===== src/rtl/dmi_arbiter.sv =====
// dmi_arbiter: round-robin share of the Debug Module's single DMI request/response channel between two requesters
// Ports: clk_i/rst_i (sync, active-high); s_req_* per-port request channels (port 0 JTAG DTM, port 1 memory-mapped);
//   s_resp_* per-port response valid/ready with shared data/op; m_req_*/m_resp_* channel to riscv_dm; busy_o when not IDLE.
// Optional: define DMI_ARB_TIMEOUT_EN to enable the response timeout and stale-response discard.
package riscv_dm_pkg;
  localparam int DMI_ADDR_WIDTH = 7;
  localparam int DMI_DATA_WIDTH = 32;
  localparam int DMI_OP_WIDTH = 2;
endpackage

module dmi_arbiter #(
  parameter int ADDR_WIDTH = riscv_dm_pkg::DMI_ADDR_WIDTH,
  parameter int DATA_WIDTH = riscv_dm_pkg::DMI_DATA_WIDTH,
  parameter int OP_WIDTH = riscv_dm_pkg::DMI_OP_WIDTH,
  parameter int TIMEOUT_CYCLES = 1024
) (
  input  logic                       clk_i,
  input  logic                       rst_i,
  input  logic [1:0]                 s_req_valid_i,
  output logic [1:0]                 s_req_ready_o,
  input  logic [1:0][ADDR_WIDTH-1:0] s_req_addr_i,
  input  logic [1:0][DATA_WIDTH-1:0] s_req_data_i,
  input  logic [1:0][OP_WIDTH-1:0]   s_req_op_i,
  output logic [1:0]                 s_resp_valid_o,
  input  logic [1:0]                 s_resp_ready_i,
  output logic [DATA_WIDTH-1:0]      s_resp_data_o,
  output logic [OP_WIDTH-1:0]        s_resp_op_o,
  output logic                       m_req_valid_o,
  input  logic                       m_req_ready_i,
  output logic [ADDR_WIDTH-1:0]      m_req_addr_o,
  output logic [DATA_WIDTH-1:0]      m_req_data_o,
  output logic [OP_WIDTH-1:0]        m_req_op_o,
  input  logic                       m_resp_valid_i,
  output logic                       m_resp_ready_o,
  input  logic [DATA_WIDTH-1:0]      m_resp_data_i,
  input  logic [OP_WIDTH-1:0]        m_resp_op_i,
  output logic                       busy_o
);
  typedef enum logic [1:0] {IDLE, REQ, WAIT, RESP} state_e;
  state_e state_q, state_d;
  logic last_q, owner_q, stale_q, stale_d, g, grant, expire;
  logic m_req_valid_q, m_resp_ready_q, busy_q;
  logic [1:0] s_resp_valid_q;
  logic [ADDR_WIDTH-1:0] m_req_addr_q;
  logic [DATA_WIDTH-1:0] m_req_data_q, s_resp_data_q;
  logic [OP_WIDTH-1:0] m_req_op_q, s_resp_op_q;

  // A tie goes to the port that did not win last; a lone requester always wins.
  assign g = &s_req_valid_i ? ~last_q : s_req_valid_i[1];
  // Ready only goes to the winner, so a grant is also the request handshake.
  assign grant = state_q == IDLE && |s_req_valid_i && !stale_q && !rst_i;
  assign s_req_ready_o = grant ? (g ? 2'b10 : 2'b01) : 2'b00;

`ifdef DMI_ARB_TIMEOUT_EN
  localparam int CW = $clog2(TIMEOUT_CYCLES);
  logic [CW-1:0] cnt_q;
  // Fires on the TIMEOUT_CYCLES-th cycle in WAIT; a response in that same cycle wins.
  assign expire = state_q == WAIT && !m_resp_valid_i && cnt_q == CW'(TIMEOUT_CYCLES - 1);
  // The abandoned DM response is still owed; swallow it before granting again.
  assign stale_d = expire | (stale_q & ~(m_resp_valid_i & m_resp_ready_o));
  always_ff @(posedge clk_i) cnt_q <= (rst_i || state_q != WAIT) ? '0 : cnt_q + CW'(1);
`else
  logic unused_tc;
  assign unused_tc = ^TIMEOUT_CYCLES;
  assign expire = 1'b0;
  assign stale_d = 1'b0;
`endif

  always_comb begin
    state_d = state_q;
    case (state_q)
      IDLE: state_d = grant ? REQ : IDLE;
      REQ:  state_d = m_req_ready_i ? WAIT : REQ;
      WAIT: state_d = (m_resp_valid_i || expire) ? RESP : WAIT;
      RESP: state_d = s_resp_ready_i[owner_q] ? IDLE : RESP;
      default: state_d = IDLE;
    endcase
  end

  // Outputs are registered from the next state so they line up with state_q.
  always_ff @(posedge clk_i) begin
    if (rst_i) begin
      state_q <= IDLE;
      last_q <= 1'b1;
      owner_q <= 1'b0;
      stale_q <= 1'b0;
      m_req_valid_q <= 1'b0;
      m_resp_ready_q <= 1'b0;
      s_resp_valid_q <= 2'b00;
      busy_q <= 1'b0;
      m_req_addr_q <= '0;
      m_req_data_q <= '0;
      m_req_op_q <= '0;
      s_resp_data_q <= '0;
      s_resp_op_q <= '0;
    end else begin
      state_q <= state_d;
      stale_q <= stale_d;
      m_req_valid_q <= state_d == REQ;
      m_resp_ready_q <= state_d == WAIT || stale_d;
      s_resp_valid_q <= state_d == RESP ? (owner_q ? 2'b10 : 2'b01) : 2'b00;
      busy_q <= state_d != IDLE;
      if (grant) begin
        owner_q <= g;
        last_q <= g;
        m_req_addr_q <= s_req_addr_i[g];
        m_req_data_q <= s_req_data_i[g];
        m_req_op_q <= s_req_op_i[g];
      end
      if (state_q == WAIT && state_d == RESP) begin
        s_resp_data_q <= expire ? '0 : m_resp_data_i;
        s_resp_op_q <= expire ? OP_WIDTH'(2) : m_resp_op_i;
      end
    end
  end

  assign m_req_valid_o = m_req_valid_q;
  assign m_req_addr_o = m_req_addr_q;
  assign m_req_data_o = m_req_data_q;
  assign m_req_op_o = m_req_op_q;
  assign m_resp_ready_o = m_resp_ready_q;
  assign s_resp_valid_o = s_resp_valid_q;
  assign s_resp_data_o = s_resp_data_q;
  assign s_resp_op_o = s_resp_op_q;
  assign busy_o = busy_q;
endmodule

===== config.mk =====
export PLATFORM = sky130hd
export DESIGN_NAME = dmi_arbiter
export DESIGN_NICKNAME = d
export VERILOG_FILES = /design/src/rtl/dmi_arbiter.sv
export SDC_FILE = /design/constraint.sdc
export NUM_CORES = 1
export LEC_CHECK = 0
export CORE_MARGIN = 4
export CORE_UTILIZATION = 30
export DETAILED_ROUTE_END_ITERATION = 10
export PLACE_DENSITY = 0.8
export SETUP_SLACK_MARGIN = 0.05
export SYNTH_ARGS = -nofsm -noshare
export SYNTH_HDL_FRONTEND = slang
export SYNTH_SLANG_ARGS = --single-unit

===== constraint.sdc =====
create_clock -name clk_i -period 1.5 [get_ports clk_i]
set_input_delay 0.15 -clock clk_i [delete_from_list [all_inputs] [get_ports clk_i]]
set_output_delay 0.15 -clock clk_i [all_outputs]
set_load 0.005 [all_outputs]

== Word level (Yosys, flattened, before mapping) ==
Index checks and enable logic that the tools add are counted.
Operators by class
  magnitude comparators: 2
  equal/unequal tests: 6
  multiplexer cells: 17
  bitwise logic cells: 2
  reduce and logical (&&, ||, !) cells: 9
Operators with widths (number)
  32-bit two-way mux: 2
  2-bit two-way mux: 7
  7-bit two-way mux: 2
  2-bit equality test, second input constant: 4
  2-bit one-hot mux with 4 select lines: 1
  1-bit two-way mux: 5
  2-bit by 1-bit equality test with 1-bit output, second input constant: 2
  1-bit by 2-bit < comparator with 1-bit output, second input constant: 2
  2-bit OR reduction: 2
  1-bit logical AND: 3
  2-bit zero test: 1
  1-bit NOT: 2
  2-bit AND reduction: 1
  2-bit nonzero test: 1
  1-bit zero test: 1
Storage, ports and cells
  flip-flop bits (word level): 84
  input port bits: 124
  output and inout port bits: 82
  word-level logic and storage cells: 48

== Logic depth before layout (Yosys ltp) ==
  depth after elaboration: 8
  depth in mapped cells: 6
  depth with buffers taken out: 3

== Least setup slack after synthesis ==
No wires, ideal clock.
  path kind: reg-to-reg
  start point: reg state_q[0]
  end point: reg m_req_addr_q[0], in the netlist m_req_addr_o[0]
  data arrival time: 1.355 ns
  slack: 0.012 ns
  stages on the path, launching flop included: 7
  path buffers: 3
  period minus slack after synthesis: 1.488 ns
  path through: dfxtp_1 buf_2 or2_0 buf_2 nor3_4 buf_6 a311oi_1
On the way
  word-level cells in the longest chain between the ends: 3
Ends and longest elaborated chain
  start, declared: RTL line 40  | state_e state_q, state_d;
  start signal, assigned: RTL line 97  | state_q <= state_d;
  2-bit zero test: RTL line 51  | assign grant = state_q == IDLE && |s_req_valid_i && !stale_q && !rst_i;
  1-bit logical AND (2 in a row): RTL line 51
  end signal, assigned: RTL line 106  | m_req_addr_q <= s_req_addr_i[g];
  end, declared: RTL line 44  | logic [ADDR_WIDTH-1:0] m_req_addr_q;
Every way passes these cells.
A chain may end at the register's enable or synchronous reset.

== Worst setup path in the final report ==
  start point: reg state_q[1]
  end point: reg m_req_data_q[25], in the netlist m_req_data_o[25]
On the way
  word-level cells in the longest chain between the ends: 3
Ends and longest elaborated chain
  2-bit zero test: RTL line 51
  1-bit logical AND (2 in a row): RTL line 51
  end signal, assigned: RTL line 107  | m_req_data_q <= s_req_data_i[g];
  end, declared: RTL line 45  | logic [DATA_WIDTH-1:0] m_req_data_q, s_resp_data_q;
Every way passes these cells.

==> metrics <==
crit share post-route=96.6%; die width=115 µm; first drt pass iteration count=4; # nets final=758; dpl hpwl=8490 µm; total grt overflow=0; synth unique cells=34; Lkg Pwr=2.28 nW; CTS Buf Count=9; Reg clk slew, reported paths=0.06 ns; pin count of the biggest net entering global routing=41; Crit-path slowest cell=dfxtp_4; register bit total from synthesis=84; Pwr Density=just under 1000 mW/mm²; post-synthesis instance area=0.00345 mm²; Starting Density=between 30% and 40%; CTS tree=built; startpoint class of the critical path=flip-flop; Max-slew headroom=between 60% and 70%; area of the multi-input gates=0.00166 mm²; final hold vios=0; core area=between 0.01 and 0.015 mm²; die area=between 0.01 and 0.015 mm²; Vias/cell=5.02; register area share after synthesis=48.8%; Min Hold Slack=0.245 ns; Crit Reg-Reg Startpoint=state_q[1]; Worst-Margin Slew=0.515 ns; P&R area growth vs syn=83.3%; Routed WL=12400 µm; Chip Height=around 120 µm; ys async rst share=0%; ant diodes=0; via count=3907; layout cell share with drive strength beyond 1=12.5%; Cells after Synth=425; final setup TNS=0 ns; hold_sp=rst_i; yosys warns=0; FMAX=690 MHz; Setup Crit Path Kind=reg -> reg; Synth top area share=48.8%; Final Setup Violations=0; routed len/inst=15.9 µm; syn_area_per_cell=8.11 µm²; GRT Total Usage=16.9%; clock tree buffer depth=2; initial antenna violation count=0; io pins=about 200; EDFF count, synth=0; Slew Limit Fails=0; required time worst endpoint=1.69 ns; CTS root buf=clkbuf_16; Routability Congestion=0.857; clk_skew=0.00640 ns; predominant post-synthesis flop cell=dfxtp_1; Fillers=983; CP Launch Point=state_q[1]; DRC viols=0; Peak VDD IR=roughly 0.49 mV; crit path DAT=1.64 ns; FP Rows=38; vias in the first global route=3759; Initial DRC Count=204; clock sinks=84; most frequent cells after synthesis=nand2_1 (144), dfxtp_1 (84), a21oi_1 (75); crit path capture type=flip-flop; dpl cells=753; fin crit period=1.45 ns; RSZ-0062 raised after global routing=true; H-tree levels=3; crit-path cells=or2_4, buf_6, nor3_4, buf_12, clkbuf_16, a311oi_1; CP Max Fanout=7; net count after synthesis=~550; fin cells=~800; Max-Cap Viols=0; CP peak stage delay=0.36 ns; first-pass GRT wire length=18100 µm; largest cells by area after synthesis=dfxtp_1 (49%), nand2_1 (16%), a21oi_1 (11%), a311oi_1 (9.4%), buf_2 (2.0%); most common cell in the synthesized netlist=nand2_1; Yosys top cell by area=dfxtp_1; flip-flop and latch area=between 0.0015 and 0.002 mm²; I/O Buffers=205; Detail Route Antenna Nets=0; outcome=completed; clk_lat worst skew=0.33 ns; Hold Crit Class=in -> reg
-- metal layers --
layer	vias to the layer above	share of wire [%]	track usage [%]	routed length [µm]
met4	0	1.9	5.56	237
met5	-	0	0	0
met2	180	48	29.1	6000
met1	1793	41	19.5	5020
met3	23	9.1	6.00	1120
li1	1911	-	-	-
-- where the power goes --
part | internal (mW) | total (mW) | switching (mW)
clock | 1.47 | 2.31 | 0.840
sequential | 2.39 | 2.48 | 0.0913
combinational | 0.879 | 1.47 | 0.596
-- repair_timing --
action                                  in CTS  in global routing
pin swaps                                    4                 12
endpoints found under the setup margin      43                 67
hold buffers                                 0                  0
resized for setup                           23                 23
gates cloned                                 1                  6
buffers inserted                             2                  1
endpoints found under the hold margin        0                  0
-- cell usage in the layout, fill, tap and decap left out, drive strengths merged, types with 2 or more instances in the layout --
cell           count
nor2               4
nor3               4
clkbuf            18
o21ai              5
a21oi             75
a211oi             2
a2111oi            2
a31oi              4
nand4              8
a311oi            37
nand2            144
clkdlybuf4s50    201
dfxtp             84
or2                2
buf               31
-- state kept, by name, indices dropped and copies added (netlist names) --
| name | count |
|---|---|
| m_resp_ready_o | 1 |
| m_req_addr_o | 7 |
| last_q | 1 |
| m_req_data_o | 32 |
| s_resp_op_o | 2 |
| owner_q | 1 |
| busy_o | 1 |
| m_req_op_o | 2 |
| state_q | 2 |
| m_req_valid_o | 1 |
| s_resp_valid_o | 2 |
| s_resp_data_o | 32 |
-- metrics by stage --
| stage | instance area (µm²) | total power [mW] | worst slack, ns | utilization (%) |
|---|---|---|---|---|
| final | 6320 | 6.26 | 0.0507 | 57.3 |
| after global routing | 6320 | 6.54 | -0.00251 | 57.3 |
| after CTS | 6080 | 6.19 | 0.0290 | 55.2 |
| after detailed placement | 5670 | 3.80 | -0.315 | 51.4 |
| after global placement | 5670 | 3.77 | -0.192 | 51.4 |
| after floorplan | 3450 | 3.01 | 0.0121 | - |
-- layout make-up --
type / instances / share of cell area (%)
clock inverter: 3 / 0.673
clock buffer: 13 / 4.44
tap: 140 / 2.77
multi-input combinational: 300 / 26.3
sequential: 84 / 26.7
timing repair buffer: 238 / 39.1
inverter: 1 / 0.0594
-- logic make-up after synthesis --
logic type / synth area share (%)
muxes: 0.290
buffers and inverters: 6.17
DFF: 48.8
and+or+nand+nor: 20.7
AOI/OAI and AO/OA: 24.1
-- worst max-delay path: cells and delay by family, from the launching register on --
family	cells	cell delay [ns]
compound gates	1	0.08
flops	1	0.36
buf+inv	3	0.47
simple gates	2	0.41
-- worst paths after layout --
check	to	slack, ns	cells after the start
setup / recovery	m_req_data_o[25]	0.05	6
hold / removal	m_req_data_o[6]	0.24	3
setup reg to reg	m_req_data_o[25]	0.05	6
hold reg to reg	s_resp_data_o[24]	0.46	2
(Power assumes the default switching activity.)
